==> config.mk <==
export PLATFORM = sky130hd
export DESIGN_NAME = edge_event_arbiter
export DESIGN_NICKNAME = d
export VERILOG_FILES = /design/src/rtl/edge_event_arbiter.sv
export SDC_FILE = /design/constraint.sdc
export NUM_CORES = 1
export LEC_CHECK = 0
export CAP_MARGIN = 10
export CORE_MARGIN = 2
export CORE_UTILIZATION = 44
export DETAILED_ROUTE_END_ITERATION = 10
export PLACE_DENSITY = 0.76
export SETUP_SLACK_MARGIN = 0.5
export SYNTH_ARGS = -nofsm -noshare
export SYNTH_HDL_FRONTEND = slang
export SYNTH_SLANG_ARGS = --single-unit
==> constraint.sdc <==
create_clock -name sync_clk -period 2 [get_ports sync_clk]
set_clock_uncertainty 0.1 [all_clocks]
set_input_delay 0.6 -clock sync_clk [delete_from_list [all_inputs] [get_ports sync_clk]]
set_output_delay 0.6 -clock sync_clk [all_outputs]
set_load 0.02 [all_outputs]
==> src/rtl/edge_event_arbiter.sv <==
// Edge-event arbiter: latches one pending event per channel and serialises them round-robin
// onto a single valid/ready stream. Optional capture timestamps with EDGE_ARB_TIMESTAMP_EN.
module edge_event_arbiter #(
  parameter int N_CH = 4,
  parameter int CH_W = $clog2(N_CH)
`ifdef EDGE_ARB_TIMESTAMP_EN
  ,
  parameter int TS_W = 16
`endif
) (
  input  logic            sync_clk,
  input  logic            reset_n,
  input  logic [N_CH-1:0] ev_in,
  input  logic [N_CH-1:0] ch_en,
  output logic            out_valid,
  input  logic            out_ready,
  output logic [CH_W-1:0] out_ch,
`ifdef EDGE_ARB_TIMESTAMP_EN
  output logic [TS_W-1:0] out_ts,
`endif
  output logic [N_CH-1:0] ovf,
  input  logic            ovf_clr
);

  typedef enum logic {IDLE, OFFER} state_t;

  state_t          state, state_next;
  logic [N_CH-1:0] ev_d;
  logic [N_CH-1:0] ev_new;
  logic [N_CH-1:0] pend;
  logic [N_CH-1:0] eligible;
  logic [N_CH-1:0] grant;
  logic [N_CH-1:0] ovf_set;
  logic [CH_W-1:0] rr;
  logic [CH_W-1:0] winner;
  logic            found;

  assign ev_new   = ev_in & ~ev_d & ch_en;
  assign eligible = pend & ch_en;

  // Round-robin: lowest eligible channel above rr, otherwise wrap to the lowest eligible overall.
  always_comb begin
    found  = 1'b0;
    winner = '0;
    for (int i = N_CH - 1; i >= 0; i--) begin
      if (eligible[i] && (i > int'(rr))) begin
        found  = 1'b1;
        winner = CH_W'(i);
      end
    end
    if (!found) begin
      for (int i = N_CH - 1; i >= 0; i--) begin
        if (eligible[i]) begin
          found  = 1'b1;
          winner = CH_W'(i);
        end
      end
    end
  end

  assign grant   = (state == IDLE && found) ? (N_CH'(1) << winner) : '0;
  assign ovf_set = ev_new & pend & ~grant;

  always_comb begin
    state_next = state;
    case (state)
      IDLE:    if (found) state_next = OFFER;
      OFFER:   if (out_ready) state_next = IDLE;
      default: state_next = IDLE;
    endcase
  end

  assign out_valid = (state == OFFER);

  always_ff @(posedge sync_clk or negedge reset_n) begin
    if (!reset_n) state <= IDLE;
    else          state <= state_next;
  end

  // A new event on a channel being granted this cycle re-arms pend without an overrun.
  always_ff @(posedge sync_clk or negedge reset_n) begin
    if (!reset_n) begin
      ev_d   <= '0;
      pend   <= '0;
      ovf    <= '0;
      rr     <= CH_W'(N_CH - 1);
      out_ch <= '0;
    end else begin
      ev_d <= ev_in;
      pend <= ((pend & ~grant) | ev_new) & ch_en;
      ovf  <= (ovf & ~{N_CH{ovf_clr}}) | ovf_set;
      if (grant != '0) begin
        out_ch <= winner;
        rr     <= winner;
      end
    end
  end

`ifdef EDGE_ARB_TIMESTAMP_EN
  logic [TS_W-1:0] ts_cnt;
  logic [TS_W-1:0] ts_cap [N_CH];

  // Overrun events are discarded, so they must not disturb the pending event's timestamp.
  always_ff @(posedge sync_clk or negedge reset_n) begin
    if (!reset_n) begin
      ts_cnt <= '0;
      out_ts <= '0;
      for (int i = 0; i < N_CH; i++) ts_cap[i] <= '0;
    end else begin
      ts_cnt <= ts_cnt + 1'b1;
      for (int i = 0; i < N_CH; i++) begin
        if (ev_new[i] && !ovf_set[i]) ts_cap[i] <= ts_cnt;
      end
      if (grant != '0) out_ts <= ts_cap[winner];
    end
  end
`endif

endmodule

# After elaboration in Yosys (flattened, before gate mapping)
# Index checks and enable logic that the tools add are counted.
# W data, S select, Z words.
op_classes:
  eq_ne: 0
  mux: 20
  add_sub_neg: 0
  magnitude_cmp: 3
  n_div: 0
  bitwise_logic: 14
  mul: 0
  n_reduce_logical: 5
  n_shift: 1
op_table:
  columns: ["op", "n"]
  rows:
  - ["$and A4 B4 Y4", 8]
  - ["$mux W2", 8]
  - ["$not A4 Y4", 3]
  - ["$mux W1", 10]
  - ["$or A4 B4 Y4", 2]
  - ["$gt A2 B2 Y1 const A", 2]
  - ["$logic_and A1 B1 Y1", 4]
  - ["$mux W4", 1]
  - ["$reduce_bool A4 Y1", 1]
  - ["$shl A1 B2 Y4 const A", 1]
  - ["$gt A1 B2 Y1 const A", 1]
  - ["$pmux W1 S2", 1]
  - ["$not A1 Y1", 1]
word_totals:
  in_bits: 12
  latch_bits: 0
  output_inout_bits: 7
  romBits: 0
  ramBits: 0
  n_memories: 0
  register_bits: 17

# Depth between registers and ports, before layout
depth:
  depth_word: 16
  depth_mapped: 6
  mapped_depth_nobuf: 5

# Worst setup path after synthesis
# OpenSTA, ideal clock, no wires.
synth_timing:
  kind: "input-to-reg"
  start: "in ch_en[1]"
  end: "reg ovf[3]"
  required_ns: 1.778
  slack_ns: 0.254
  cell_stages: 6
  arrival_time_ns: 1.525
  n_path_buf: 1
  cell_sequence: "and2_4 > buf_6 > a21oi_4 > o211ai_2 > nand2b_1 > a32o_1"
synth_via:
  elab_chain_cells: 13
  elab_cells_between_ends: 18
  classes_between: "shift: 1; mux: 11; bitwise: 4; reduce/logical: 2"
synth_lines:
  columns: ["item", "line_no", "rtl"]
  rows:
  - ["start: declaration", "14", "input logic [N_CH-1:0] ch_en,"]
  - ["$and A4 B4 Y4 (*)", "39", "assign eligible = pend & ch_en;"]
  - ["$logic_and A1 B1 Y1", "46", "if (eligible[i] && (i > int'(rr))) begin"]
  - ["$mux W2", "46", null]
  - ["$mux W2 (4 in a row)", "53", "if (eligible[i]) begin"]
  - ["$mux W2", "51", "if (!found) begin"]
  - ["$shl A1 B2 Y4", "61", "assign grant = (state == IDLE && found) ? (N_CH'(1) << winner) : '0;"]
  - ["$mux W4 (*)", "61", null]
  - ["$not A4 Y4 (*)", "62", "assign ovf_set = ev_new & pend & ~grant;"]
  - ["$and A4 B4 Y4 (*)", "62", null]
  - ["$or A4 B4 Y4 (*)", "91", "ovf <= (ovf & ~{N_CH{ovf_clr}}) | ovf_set;"]
  - ["end signal: assignment", "91", null]
  - ["end: declaration", "21", "output logic [N_CH-1:0] ovf,"]
# Mark *: on every way between the ends. The rest lies on a longest branch, timed or not.
# A chain may end at the register's enable or synchronous reset.

# Final worst setup path
layout_timing:
  start: "reg rr[1]"
  end: "reg ovf[0]"
layout_via:
  elab_chain_cells: 15
  elab_cells_between_ends: 24
  classes_between: "order compare: 3; shift: 1; mux: 13; bitwise: 3; reduce/logical: 4"
layout_lines:
  columns: ["item", "line_no", "rtl"]
  rows:
  - ["start: declaration", "34", "logic [CH_W-1:0] rr;"]
  - ["start signal: assignment", "86", "rr <= CH_W'(N_CH - 1);"]
  - ["start signal: assignment", "94", "rr <= winner;"]
  - ["$gt A2 B2 Y1", "46", null]
  - ["$logic_and A1 B1 Y1", "46", null]
  - ["$mux W2 (3 in a row)", "46", null]
  - ["$mux W2 (4 in a row)", "53", null]
  - ["$mux W2", "51", null]
  - ["$shl A1 B2 Y4", "61", null]
  - ["$mux W4 (*)", "61", null]
  - ["$not A4 Y4 (*)", "62", null]
  - ["$and A4 B4 Y4 (*)", "62", null]
  - ["$or A4 B4 Y4 (*)", "91", null]
# Marks and branches as above.

==> metrics <==
PD cells=881.9 mW/mm^2; Reg2Reg Setup Slack=0.35 ns; Buffers on Ports=18; Setup crit end kind=register; layout cells sized above 1=49.50%; first-pass GRT wire length=2780 microns; Layout area overhead=51.27%; CP max-delay cell=dfstp_2; routed length per instance=13.42 microns; Ant. Diodes=0; Die ar.=0.002140 sq mm; via/cell ratio=5.167; CP Max Fanout=5; max_cap viols=0; clock slew at reported path FFs=0.10 ns; area of the multi-input gates=399.1 sq um; Tmin final=1.652 ns; largest vdd supply drop=467.0 uV; worst r2r src=rr[1]$_DFFE_PN1P_; crit path DAT=1.74 ns; register bit count reported by yosys=17; Fillers=124; Inst Count DP=118; initial antenna violation count=0; Crit path required time=2.09 ns; clock latency on the worst-skew pair=0.29 ns; CTS tree=yes; Reg area=427.9 sq um; final setup fails=0; status=completed; sequential cell area fraction in the yosys report=54.46%; RSZ-0062 raised after global routing=yes; final instance area=0.001189 sq mm; drt total wl=1691 microns; Unique masters post-synth=31; largest net degree at the start of global routing=18; launch point of the worst path=rr[1]$_DFFE_PN1P_; clk buf depth=2; Slew headroom=78.39%; crit-path leading delay family=flip-flops; Initial Util=46.01%; die width=46.26 microns; Layout Nets=114; number of cells on the critical path=5; highest attainable clock frequency=605.2 MHz; via count of the first global-routing pass=632; drt first-iter violations=5; final hold slack=0.4132 ns; Synth Flop Type=dfrtp_1; H-tree level count=1; DRC=0; DR vias=651; final cell count without fillers=126; Async S/R FF share, synth=100.0%; worst setup margin=0.3475 ns; Buffers & Inverters on Critical Path=0; max incr delay on CP=0.58 ns; total gr overflow=0; placed cell area=0.001054 sq mm; post-synthesis instance total=68; post-route ant nets=0; final worst-path cycle share=82.62%; setup TNS=0 ns; worst r2r dst=ovf[0]$_DFF_PN0_; # IOs=19; Leakage=0.5467 nW; Cell Area, Synth=785.8 sq um; crit start category=register; crit-path cells=and3b_1 -> a32oi_2 -> nand4_4 -> o21ai_2 -> o2bb2ai_1; Final HPWL DP=1103 microns; die height=46.26 microns; global placement routability congestion=0.8079; Hold WC Path Type=register to register; gr usage total=18.89%; pre-CTS setup slack=-0.2458 ns; worst slew pin tran=0.3227 ns; core box area=0.001708 sq mm; Synthesized Nets=80; CTS buffer count=3; Slew Limit Fails=0; root buf cell=clkbuf_4; Critical Path End=ovf[0]$_DFF_PN0_; EDFF count, synth=0; R2R depth=5; DRT Pass-1 Iters=4; Mapped Avg Cell Area=11.56 sq um; FP Rows=15; Setup Crit Path Kind=register to register; clock sinks=17; Synthesis Warnings=0; final hold viol count=0
[cells by family after synthesis]
kind of cell / count (synthesis) / share of synthesized area (%)
AO/OA/AOI/OAI: 20 / 22.29
buffers and inverters: 7 / 4.299
flip-flops: 17 / 54.46
AND/OR/NAND/NOR: 24 / 18.95
[final cells by class]
cell class	count	area share, %
Sequential cell	17	36.00
Multi-Input combinational cell	44	33.58
Timing Repair Buffer	30	23.58
Tap cell	25	2.632
Clock buffer	3	1.895
Inverter	6	1.895
Clock inverter	1	0.4211
[repair_timing]
action                                  in CTS  in global routing
buffers inserted                             3                  1
hold buffers                                 0                  0
pin swaps                                   13                  5
gates resized for setup                     60                 10
endpoints found under the setup margin      20                 20
[registers in the layout, indices dropped and copies added (netlist names)]
register   cells
ev_d           4
out_ch         2
out_valid      1
ovf            4
pend           4
rr             2
[layout by cell type, fill, tap and decap left out, types with 2 or more instances in the layout]
master,n
nand2_1,5
a21oi_1,2
nand2_2,4
nand2b_1,2
nand3b_1,2
clkdlybuf4s50_1,7
buf_4,9
and2_4,3
o21ai_1,3
buf_6,10
inv_1,6
dfrtp_1,15
o2bb2ai_1,2
o21ai_2,3
clkbuf_4,3
dfstp_2,2
[per-layer routing]
| layer | track usage, % | up-vias | share of wire, % |
|---|---|---|---|
| met4 | 8.571 | 0 | 1.2 |
| met3 | 3.529 | 4 | 5.5 |
| met1 | 26.05 | 316 | 43 |
| met2 | 28.61 | 20 | 51 |
| li1 | - | 311 | - |
| met5 | 0 | - | 0 |
[synth_stat cells (all sizes together) (2+ instances only)]
master	number	area share [%]
dfrtp	15	48
nand2	9	4.3
inv	6	2.9
o21ai	6	4.8
a21oi	3	3.3
and2	3	2.7
nand2b	3	2.4
o2bb2ai	3	4.1
dfstp	2	6.7
nand3b	2	1.9
nor2b	2	2.5
o211ai	2	2.5
[metrics by stage]
step	total power (W)	utilization (%)
4_1_cts	0.001011	67.11
5_1_grt	0.001114	69.60
6_report	0.001048	69.60
2_1_floorplan	0.0006441	-
3_5_place_dp	0.0007866	61.69
3_3_place_gp	0.0007766	61.69
[how the worst min path moves through the flow]
stage               cells past startpoint                    end  slack, ns             startpoint
floorplan                               0      ev_d[0]$_DFF_PN0_       0.20                reset_n
global route                            1       ovf[0]$_DFF_PN0_       0.44       ovf[0]$_DFF_PN0_
detailed placement                      2  out_ch[1]$_DFFE_PN0P_       0.36  out_ch[1]$_DFFE_PN0P_
CTS                                     2  out_ch[1]$_DFFE_PN0P_       0.41  out_ch[1]$_DFFE_PN0P_
global placement                        2  out_ch[1]$_DFFE_PN0P_       0.36  out_ch[1]$_DFFE_PN0P_
finish                                  2  out_ch[1]$_DFFE_PN0P_       0.41  out_ch[1]$_DFFE_PN0P_
[tightest hold or removal path, stage by stage (launching register included)]
cell	delay, ns
dfrtp_1	0.37
nand2_1	0.07
nand2_2	0.05
[report_power, final]
group	leakage (nW)	total [W]	internal (W)	switching, W
combinational	0.318	0.000399	0.000201	0.000198
clock	0.0177	0.000183	0.0000744	0.000109
sequential	0.211	0.000466	0.000418	0.0000479
total	0.547	0.00105	0.000693	0.000355
(Power assumes the default switching activity.)
